<file path="src/rtl/stage_if.sv">
// ----------------------------------------------------------------------------
// stage_if -- instruction fetch stage with a byte-wide memory port.
//
// Each 32-bit instruction is assembled from four byte reads (B0..B3, little
// endian) and handed to decode. The word is held in HOLD until decode
// consumes it. A branch redirect from decode aborts any partial fetch.
//
// Build option:
//   ICACHE_EN  - when defined, adds a 64-entry direct-mapped instruction cache
//                (index pc[7:2], tag pc[31:8]). A hit in B0 skips memory.
//
// Ports:
//   clk              sole clock, rising edge
//   rst              synchronous active-high reset
//   rdy              global ready; low freezes every register
//   stall_i          decode not ready; held word is not consumed
//   branch_enable_i  redirect request from decode
//   branch_addr_i    redirect target (low two bits ignored)
//   mem_req_o        byte fetch request, held until mem_done_i
//   mem_addr_o       byte address of the current request
//   mem_done_i       one-cycle pulse, mem_data_i valid
//   mem_data_i       fetched byte
//   pc_o             address of inst_o
//   inst_o           fetched instruction
//   inst_valid_o     inst_o/pc_o valid for decode
// ----------------------------------------------------------------------------
module stage_if (
    input  logic        clk,
    input  logic        rst,
    input  logic        rdy,
    input  logic        stall_i,
    input  logic        branch_enable_i,
    input  logic [31:0] branch_addr_i,
    output logic        mem_req_o,
    output logic [31:0] mem_addr_o,
    input  logic        mem_done_i,
    input  logic [7:0]  mem_data_i,
    output logic [31:0] pc_o,
    output logic [31:0] inst_o,
    output logic        inst_valid_o
);

    typedef enum logic [2:0] {
        IDLE,
        B0,
        B1,
        B2,
        B3,
        HOLD
    } state_t;

    state_t      state;
    state_t      state_nx;

    logic [31:0] pc;          // fetch pointer, always word aligned
    logic [23:0] word_q;      // bytes 0..2 of the word being assembled
    logic        cache_hit;   // cached copy of word at pc, valid only in B0
    logic        fill_done;   // fourth byte arrives and is not discarded

    // Only the word-aligned part of the redirect target is meaningful.
    logic        unused_branch_bits;
    assign unused_branch_bits = &{1'b0, branch_addr_i[1:0]};

    assign fill_done = rdy && !branch_enable_i && (state == B3) && mem_done_i;

`ifdef ICACHE_EN
    // ------------------------------------------------------------------------
    // Direct-mapped instruction cache. Only the valid bits need reset; the
    // data and tag arrays are qualified by them.
    // ------------------------------------------------------------------------
    logic [31:0] cache_data  [64];
    logic [23:0] cache_tag   [64];
    logic [63:0] cache_valid;
    logic [5:0]  cache_idx;

    always_comb begin
        cache_idx = pc[7:2];
        cache_hit = (state == B0) && cache_valid[cache_idx] &&
                    (cache_tag[cache_idx] == pc[31:8]);
    end

    always_ff @(posedge clk) begin
        if (rst) begin
            cache_valid <= '0;
        end else if (fill_done) begin
            cache_valid[cache_idx] <= 1'b1;
        end
    end

    always_ff @(posedge clk) begin
        if (fill_done) begin
            cache_data[cache_idx] <= {mem_data_i, word_q};
            cache_tag[cache_idx]  <= pc[31:8];
        end
    end
`else
    always_comb begin
        cache_hit = 1'b0;
    end
`endif

    // ------------------------------------------------------------------------
    // State register
    // ------------------------------------------------------------------------
    always_ff @(posedge clk) begin
        if (rst) begin
            state <= IDLE;
        end else if (rdy) begin
            state <= state_nx;
        end
    end

    // ------------------------------------------------------------------------
    // Next-state logic. A redirect outranks every other event, including a
    // coincident mem_done_i, and always passes through IDLE so the memory
    // side sees a one-cycle request bubble.
    // ------------------------------------------------------------------------
    always_comb begin
        state_nx = state;
        if (branch_enable_i) begin
            state_nx = IDLE;
        end else begin
            case (state)
                IDLE: state_nx = B0;
                B0: begin
                    if (cache_hit) begin
                        state_nx = HOLD;
                    end else if (mem_done_i) begin
                        state_nx = B1;
                    end
                end
                B1: if (mem_done_i) state_nx = B2;
                B2: if (mem_done_i) state_nx = B3;
                B3: if (mem_done_i) state_nx = HOLD;
                HOLD: if (!stall_i) state_nx = B0;
                default: state_nx = IDLE;
            endcase
        end
    end

    // ------------------------------------------------------------------------
    // Memory-side outputs, decoded from state and pc. Both are registers in
    // effect: they only change when state/pc change, so rdy=0 freezes them.
    // ------------------------------------------------------------------------
    always_comb begin
        mem_req_o  = 1'b0;
        mem_addr_o = pc;
        case (state)
            B0: begin
                mem_req_o  = !cache_hit;
                mem_addr_o = pc;
            end
            B1: begin
                mem_req_o  = 1'b1;
                mem_addr_o = pc + 32'd1;
            end
            B2: begin
                mem_req_o  = 1'b1;
                mem_addr_o = pc + 32'd2;
            end
            B3: begin
                mem_req_o  = 1'b1;
                mem_addr_o = pc + 32'd3;
            end
            default: begin
                mem_req_o  = 1'b0;
                mem_addr_o = pc;
            end
        endcase
    end

    // ------------------------------------------------------------------------
    // Datapath: fetch pointer, byte assembly and decode-side outputs.
    // ------------------------------------------------------------------------
    always_ff @(posedge clk) begin
        if (rst) begin
            pc           <= '0;
            word_q       <= '0;
            pc_o         <= '0;
            inst_o       <= '0;
            inst_valid_o <= 1'b0;
        end else if (rdy) begin
            if (branch_enable_i) begin
                pc           <= {branch_addr_i[31:2], 2'b00};
                word_q       <= '0;
                inst_valid_o <= 1'b0;
            end else begin
                case (state)
                    B0: begin
`ifdef ICACHE_EN
                        if (cache_hit) begin
                            inst_o       <= cache_data[cache_idx];
                            pc_o         <= pc;
                            inst_valid_o <= 1'b1;
                            pc           <= pc + 32'd4;
                        end else if (mem_done_i) begin
                            word_q[7:0] <= mem_data_i;
                        end
`else
                        if (mem_done_i) begin
                            word_q[7:0] <= mem_data_i;
                        end
`endif
                    end
                    B1: if (mem_done_i) word_q[15:8]  <= mem_data_i;
                    B2: if (mem_done_i) word_q[23:16] <= mem_data_i;
                    B3: begin
                        if (mem_done_i) begin
                            inst_o       <= {mem_data_i, word_q};
                            pc_o         <= pc;
                            inst_valid_o <= 1'b1;
                            pc           <= pc + 32'd4;   // wraps modulo 2^32
                        end
                    end
                    HOLD: if (!stall_i) inst_valid_o <= 1'b0;
                    default: ;
                endcase
            end
        end
    end

endmodule

</file>
<file path="config.mk">
export PLATFORM = sky130hd
export DESIGN_NAME = stage_if
export DESIGN_NICKNAME = d
export VERILOG_FILES = /design/src/rtl/stage_if.sv
export SDC_FILE = /design/constraint.sdc
export NUM_CORES = 1
export LEC_CHECK = 0
export CAP_MARGIN = 10
export CORE_MARGIN = 8
export CORE_UTILIZATION = 44
export DETAILED_ROUTE_END_ITERATION = 12
export PLACE_DENSITY = 0.76
export RECOVER_POWER = 50
export SLEW_MARGIN = 20
export SYNTH_ARGS = -nofsm -noshare
export SYNTH_HDL_FRONTEND = slang
export SYNTH_SLANG_ARGS = --single-unit
</file>
<file path="constraint.sdc">
create_clock -name clk -period 1.7 [get_ports clk]
set_input_delay 0.34 -clock clk [delete_from_list [all_inputs] [get_ports clk]]
set_output_delay 0.34 -clock clk [all_outputs]
set_load 0.005 [all_outputs]
</file>
==> results.ini, run 1 <==
[outcome]
status=finished, violations left
violations=negative setup slack

[global_route]
grt_start_max_net_pins=101
antenna_found_initial=0
grt_pass1_vias=5787
grt.overflow.total=0
grt_pass1_wl_um=29500
track_usage_pct=22.47

[critical_path]
worstPathMaxFanout=8
cp-end-kind=flop
slowest_stage=dfxtp_4
path_cells=and4bb_2 > o21ai_4 > buf_6 > nor2_4 > buf_6 > buf_4 > nand2_1 > a21oi_1
reg2regPathDepth=8
worstSetupPathType=reg -> reg
crit_top_cell=buf_6
worstSetupStartpointType=flop
worstPathArrival_ps=2120
ff2ff_setup_slack_ps=-80
cpPeakStageDelay_ps=380
crit_start=state[1]
reg2reg_to=pc_o[13]
r2r_start=state[1]
critPathRequiredTime_ps=2040

[clock_tree]
clock_sinks=120
cts_tree=done
root_buffer=clkbuf_16
h-tree-depth=4
clock_latency_ps=420
cts_buffers=17
cts.clk_slew.worst_paths_ps=60
clk_path_buf_depth=2
cts_hold_buf=0

[route]
routed_wirelength_um=20050
post_drt_wl_per_cell_um=19.04
vias=5959
drtAntennaViolNets=0
viasPerCell=5.659
first_pass_iters=6
drt_iter0_drc=500
drc=0

[sta]
setup-violations-final=41
clock_skew_ps=5.533
period_share_pct=104.7
max_slew_margin_pct=58.79
worstMarginPinSlew_ps=618.0
hold_slack_ps=402.7
hold_violations=0
fin_ws_ps=-79.14
drv_slew=0
fmax_ghz=0.5621
rsz0062_at_grt=true
min_period_ps=1779

[place]
hpwl_um=12980
gp_congestion=0.8699
io_buffer_count=139

[die]
rows=40
core_um2=12060
die_w_um=127.6
dieArea_um2=16270
initial_core_util_pct=45.40
fp.dieH_um=127.6
io_pins=144

[hold_path]
min_path_cells=3
holdCritStartpoint=rst
min_path_type=in -> reg
holdPathEnd=pc[21]

[yosys]
ys.flop_type=dfxtp_1
avgSynthCellArea_um2=7.779
yosys_warnings=0
syn_inst=704
synth_cell_types=60
yosys_register_bits=120
ys_async_sr_fraction_pct=0
ys_seq_area_share_pct=43.87
syn_area_um2=5477
synth_edf_count=0

[flow_run]
maxCapViolCount=0

[layout]
syn_to_final_growth_pct=62.14
fillers=876
nets=919
diodes=0
drive_gt1_share_pct=30.17

[power]
peakVddDrop_mv=0.5685
p_per_area_nw_per_um2=894.9
p_leak_nw=3.759
power_mw=7.947

[how the worst max path moves through the flow]
stage | end | slack [ps] | cells past startpoint
after floorplan | pc[31] | 0.5 | 6
after global placement | pc[29] | -340 | 7
after detailed placement | pc[16] | -500 | 7
after CTS | mem_req_o | -3 | 3
after global routing | inst_o[17] | -140 | 8
final | pc_o[13] | -80 | 8
[per-stage QoR]
| step | worst slack, ps | setup TNS (ps) | util [%] | area (µm²) | std cells |
|---|---|---|---|---|---|
| final | -79.14 | -862.6 | 73.62 | 8880 | 1053 |
| after global placement | -344.0 | -30750 | 61.68 | 7440 | 1007 |
| after detailed placement | -503.9 | -36380 | 61.68 | 7440 | 1007 |
| after global routing | -139.3 | -4538 | 73.62 | 8880 | 1053 |
| after floorplan | 0.5119 | 0 | - | 5480 | 705 |
| after CTS | -3.272 | -3.272 | 67.97 | 8198 | 1040 |
[critical path, delay by kind of cell (launching register included)]
| family | cells | cell delay, ps |
|---|---|---|
| simple gates | 3 | 600 |
| flops | 1 | 380 |
| compound gates | 2 | 250 |
| buf+inv | 3 | 450 |
[synthesized netlist by cell type (3+ instances only)]
library cell	n	share of area, %
o31ai_1	7	0.96
inv_1	5	0.34
nand2b_1	3	0.34
nand4_1	6	0.69
nand2_1	154	11
mux2i_1	26	4.8
a21oi_1	84	7.7
nor3b_1	4	0.55
nand3_1	18	1.6
nor3_1	10	0.91
buf_2	22	2.0
o21a_1	4	0.55
a211oi_1	5	0.69
a31oi_1	9	1.0
o21ai_2	3	0.48
o21ai_0	22	2.0
and2_1	5	0.57
and3_1	15	1.7
clkbuf_1	60	4.1
a22oi_1	5	0.69
nor2_1	50	3.4
buf_1	3	0.21
nor2b_1	12	1.4
dfxtp_1	120	44
a32o_1	4	0.73
[what timing repair did]
item / CTS / global route
hold endpoints to repair: 0 / 0
buffers inserted: 1 / 10
resized for setup: 75 / 152
pin swaps: 2 / 65
setup endpoints to repair: 87 / 91
cloned: 0 / 5
[report_power, final]
group | total, mW | internal (mW) | switching (mW)
combinational | 0.847 | 0.419 | 0.428
sequential | 2.96 | 2.89 | 0.0736
clock | 4.14 | 2.82 | 1.32
[area by class of cell]
cell class / count / area, µm² / area share, %
Clock buffer: 20 / 456.7 / 5.143
Clock inverter: 12 / 221.5 / 2.494
Inverter: 6 / 22.52 / 0.2536
Multi-Input combinational cell: 491 / 3218 / 36.24
Sequential cell: 120 / 2442 / 27.50
Tap cell: 168 / 210.2 / 2.367
Timing Repair Buffer: 236 / 2308 / 26.00
[metal layers]
metal | global-route usage [%] | vias up | part of all wire (%)
met3 | 5.948 | 53 | 7.5
met5 | 0 | - | 0
met2 | 36.66 | 262 | 48
met4 | 9.027 | 0 | 2.6
met1 | 27.59 | 2886 | 42
li1 | - | 2758 | -
[registers in the layout, summed over array words and instances (netlist names)]
name	flops
inst_o	32
inst_valid_o	1
pc	30
pc_o	30
state	3
word_q	24
[kinds of logic after synthesis]
group	share of synthesized area (%)
AO/OA/AOI/OAI	18.96
XOR/XNOR	0.1600
adder cells (fa/ha/maj)	0.2284
buffers and inverters	7.174
flip-flops	43.87
multiplexers	4.752
other	0.06847
AND/OR/NAND/NOR	24.79
[layout by cell type, fill, tap and decap left out, types with 4 or more instances in the layout]
| master | netlist | layout |
|---|---|---|
| a21oi_2 | 0 | 40 |
| buf_4 | 2 | 61 |
| nand2_2 | 0 | 12 |
| o21a_1 | 4 | 4 |
| a22oi_1 | 5 | 5 |
| and3_1 | 15 | 10 |
| nor3_1 | 10 | 9 |
| dfxtp_4 | 0 | 6 |
| nor2b_1 | 12 | 12 |
| bufinv_16 | 0 | 6 |
| a32o_1 | 4 | 4 |
| buf_12 | 0 | 9 |
| dfxtp_1 | 120 | 100 |
| nand3_2 | 1 | 5 |
| nand2_1 | 154 | 119 |
| nand3_1 | 18 | 13 |
| nor3b_1 | 4 | 4 |
| nand4_1 | 6 | 6 |
| o31ai_1 | 7 | 6 |
| nand2_4 | 0 | 23 |
| nor2_1 | 50 | 47 |
| buf_6 | 0 | 12 |
| a31oi_1 | 9 | 9 |
| dlymetal6s2s_1 | 0 | 4 |
| inv_1 | 5 | 5 |
| dlygate4sd2_1 | 0 | 25 |
| and3_4 | 0 | 6 |
| a211oi_1 | 5 | 4 |
| a21oi_1 | 84 | 43 |
| and2_1 | 5 | 4 |
| clkdlybuf4s50_1 | 0 | 104 |
| clkbuf_16 | 0 | 21 |
| mux2i_1 | 26 | 26 |
| clkbuf_2 | 0 | 9 |
| dfxtp_2 | 0 | 14 |
| o21ai_0 | 22 | 21 |
Note: power is estimated with default switching activity, not from simulation.
==> run 2, diff against run 1 <==
CORE_UTILIZATION = 45   (was 44)
CTS_BUF_LIST = sky130_fd_sc_hd__clkbuf_4   (was unset)
PLACE_DENSITY = 0.78   (was 0.76)
==> results.ini, run 2 (same netlist as run 1, synthesis figures left out) <==
[clock_tree]
clk_path_buf_depth=2  ; unchanged
root_buffer=clkbuf_4
cts_hold_buf=0  ; unchanged
clock_latency_ps=520  ; +100 ps
h-tree-depth=4  ; unchanged
clock_sinks=120  ; unchanged
cts_tree=done
cts_buffers=17  ; unchanged
cts.clk_slew.worst_paths_ps=120  ; +60 ps

[power]
p_leak_nw=4.234  ; +13%
swShare_pct=29.04  ; +6.1 points
peakVddDrop_mv=0.4048  ; -29%
p_int_mw=4.269  ; -30%
p_sw_mw=1.748  ; -3.9%
pwr-share-seq_pct=49.0  ; +12 points
share_comb_of_total_power_pct=16.4  ; +5.7 points
clockPowerShare_pct=34.6  ; -18 points
p_per_area_nw_per_um2=658.9  ; -26%

[critical_path]
crit_family=buffers and inverters
critPathRequiredTime_ps=2140  ; +100 ps
cp-end-kind=flop
path_cells=buf_6 > and4bb_2 > o21ai_1 > buf_4 > nor2_4 > buf_12 > clkbuf_16 > nand2_1 > a21oi_1
worstSetupStartpointType=flop
worstPathMaxFanout=7  ; -1
slowest_stage=dfxtp_4
path_buf_inv=4  ; +1
worstSetupPathType=reg -> reg
cpPeakStageDelay_ps=420  ; +40 ps
worstPathArrival_ps=2250  ; +130 ps

[route]
vias=6332  ; +6.3%
drt_iter0_drc=695  ; +39%
routed_wirelength_um=21610  ; +7.8%
drc=0  ; unchanged
post_drt_wl_per_cell_um=20.23  ; +6.3%
viasPerCell=5.929  ; +4.8%
drtAntennaViolNets=0  ; unchanged
first_pass_iters=6  ; unchanged

[sta]
fin_ws_ps=-110.1  ; -30.97 ps
hold_violations=0  ; unchanged
min_period_ps=1810  ; +30.97 ps
max_slew_margin_pct=57.61  ; -1.2 points
fmax_ghz=0.5525  ; -1.7%
rsz0062_at_grt=true
clock_skew_ps=16.91  ; +11.38 ps
worstMarginPinSlew_ps=635.8  ; +17.71 ps
drv_slew=0  ; unchanged
period_share_pct=106.5  ; +1.8 points
setup-violations-final=83  ; +100%

[global_route]
grt.overflow.total=0  ; unchanged
track_usage_pct=22.89  ; +0.42 points
grt_start_max_net_pins=79  ; -22%
antenna_found_initial=1  ; +1
grt_pass1_vias=5864  ; +1.3%
grt_pass1_wl_um=29750  ; +0.86%

[die]
initial_core_util_pct=45.78  ; +0.38 points
dieArea_um2=15960  ; -1.9%
core_um2=11960  ; -0.83%
die_w_um=126.3  ; -0.98%
rows=40  ; unchanged
io_pins=144  ; unchanged
fp.dieH_um=126.3  ; -0.98%

[layout]
layout_common_cells=nand2_1 (109), dlygate4sd2_1 (93), buf_4 (85)
mostFrequentLayoutCell=nand2_1
drive_gt1_share_pct=44.35  ; +14 points
register_area_um2=2522  ; +3.3%
fin_util_pct=76.34  ; +2.7 points
largest_reg_flops=32  ; unchanged
multi_input_area_um2=3455  ; +7.3%
fillers=772  ; -12%
instances_no_fill=1068  ; +1.4%
max_flop_register=inst_o
syn_to_final_growth_pct=66.74
final_cell_area_um2=9131  ; +2.8%
nets=954  ; +3.8%
top_regs=inst_o: 32 flops, pc: 30 flops, pc_o: 30 flops

[outcome]
status=finished, violations left
violations=negative setup slack

[flow_run]
maxCapViolCount=0  ; unchanged

[place]
hpwl_um=13090  ; +0.91%
dp_cells=992  ; -1.5%
place_area_um2=7483  ; +0.59%
io_buffer_count=139  ; unchanged
gp_congestion=0.8933  ; +2.7%

[hold_path]
min_path_type=in -> reg

[run 2: cell count changes in the layout (fill, tap and decap cells not counted), moves of 10 or more]
cell / change
buf_4: +24
buf_6: +12
clkbuf_16: -14
clkbuf_4: +18
clkdlybuf4s50_1: -63
dfxtp_1: -64
dfxtp_2: +64
dlygate4sd2_1: +68
nand2_1: -10
[run 2: final cells by class]
cell class	instances	area share (%)
timing repair buffer	271	29.16
sequential	120	27.62
clock inverter	14	1.617
antenna	1	0.02740
clock buffer	18	1.480
inverter	6	0.2466
tap	147	2.014
multi-input combinational	491	37.83
[run 2: final timing paths]
check	from	to	slack, ps	cells past startpoint
setup / recovery	state[2]	inst_o[2]	-110	9
hold / removal	rst	pc_o[30]	110	2
setup reg to reg	state[2]	inst_o[2]	-110	9
hold reg to reg	word_q[14]	inst_o[14]	460	2
[run 2: per-layer routing]
metal | share of wire, % | global-route usage (%)
met4 | 3.9 | 10.26
met1 | 40 | 28.55
met5 | 0 | 0
met3 | 8.4 | 5.656
met2 | 48 | 36.71
[run 2: worst reg2reg max path: stages, from the launching register on]
cell and delay [ps]:
dfxtp_4 420, buf_6 110, and4bb_2 240, o21ai_1 70, buf_4 180, nor2_4 190, buf_12 190, clkbuf_16 170
nand2_1 60, a21oi_1 120
[run 2: power by group through the flow]
stage	logic, mW	registers [mW]	clock network, mW
floorplan	0.356	3.00	0
global placement	0.747	3.00	0
detailed placement	0.758	3.01	0
CTS	0.781	2.94	2.07
global route	1.04	2.96	2.22
finish	0.985	2.95	2.08
[run 2: stage by stage]
stage / setup slack, ps / TNS [ps] / total power [mW] / hold WS [ps]
after detailed placement: -457.3 / -34640 / 3.765 / 447.0
after CTS: -122.7 / -264.8 / 5.789 / 67.76
after global routing: -196.0 / -10440 / 6.220 / 66.85
after global placement: -377.8 / -28960 / 3.750 / 436.1
after floorplan: 0.5119 / 0 / 3.355 / 431.5
final: -110.1 / -5134 / 6.017 / 110.8
[run 2: repair_timing]
item                       in CTS  in global routing
cloned                          1                  8
pin swaps                      11                 89
gates resized for setup       222                201
buffers inserted               29                  9
setup endpoints to repair     153                 92
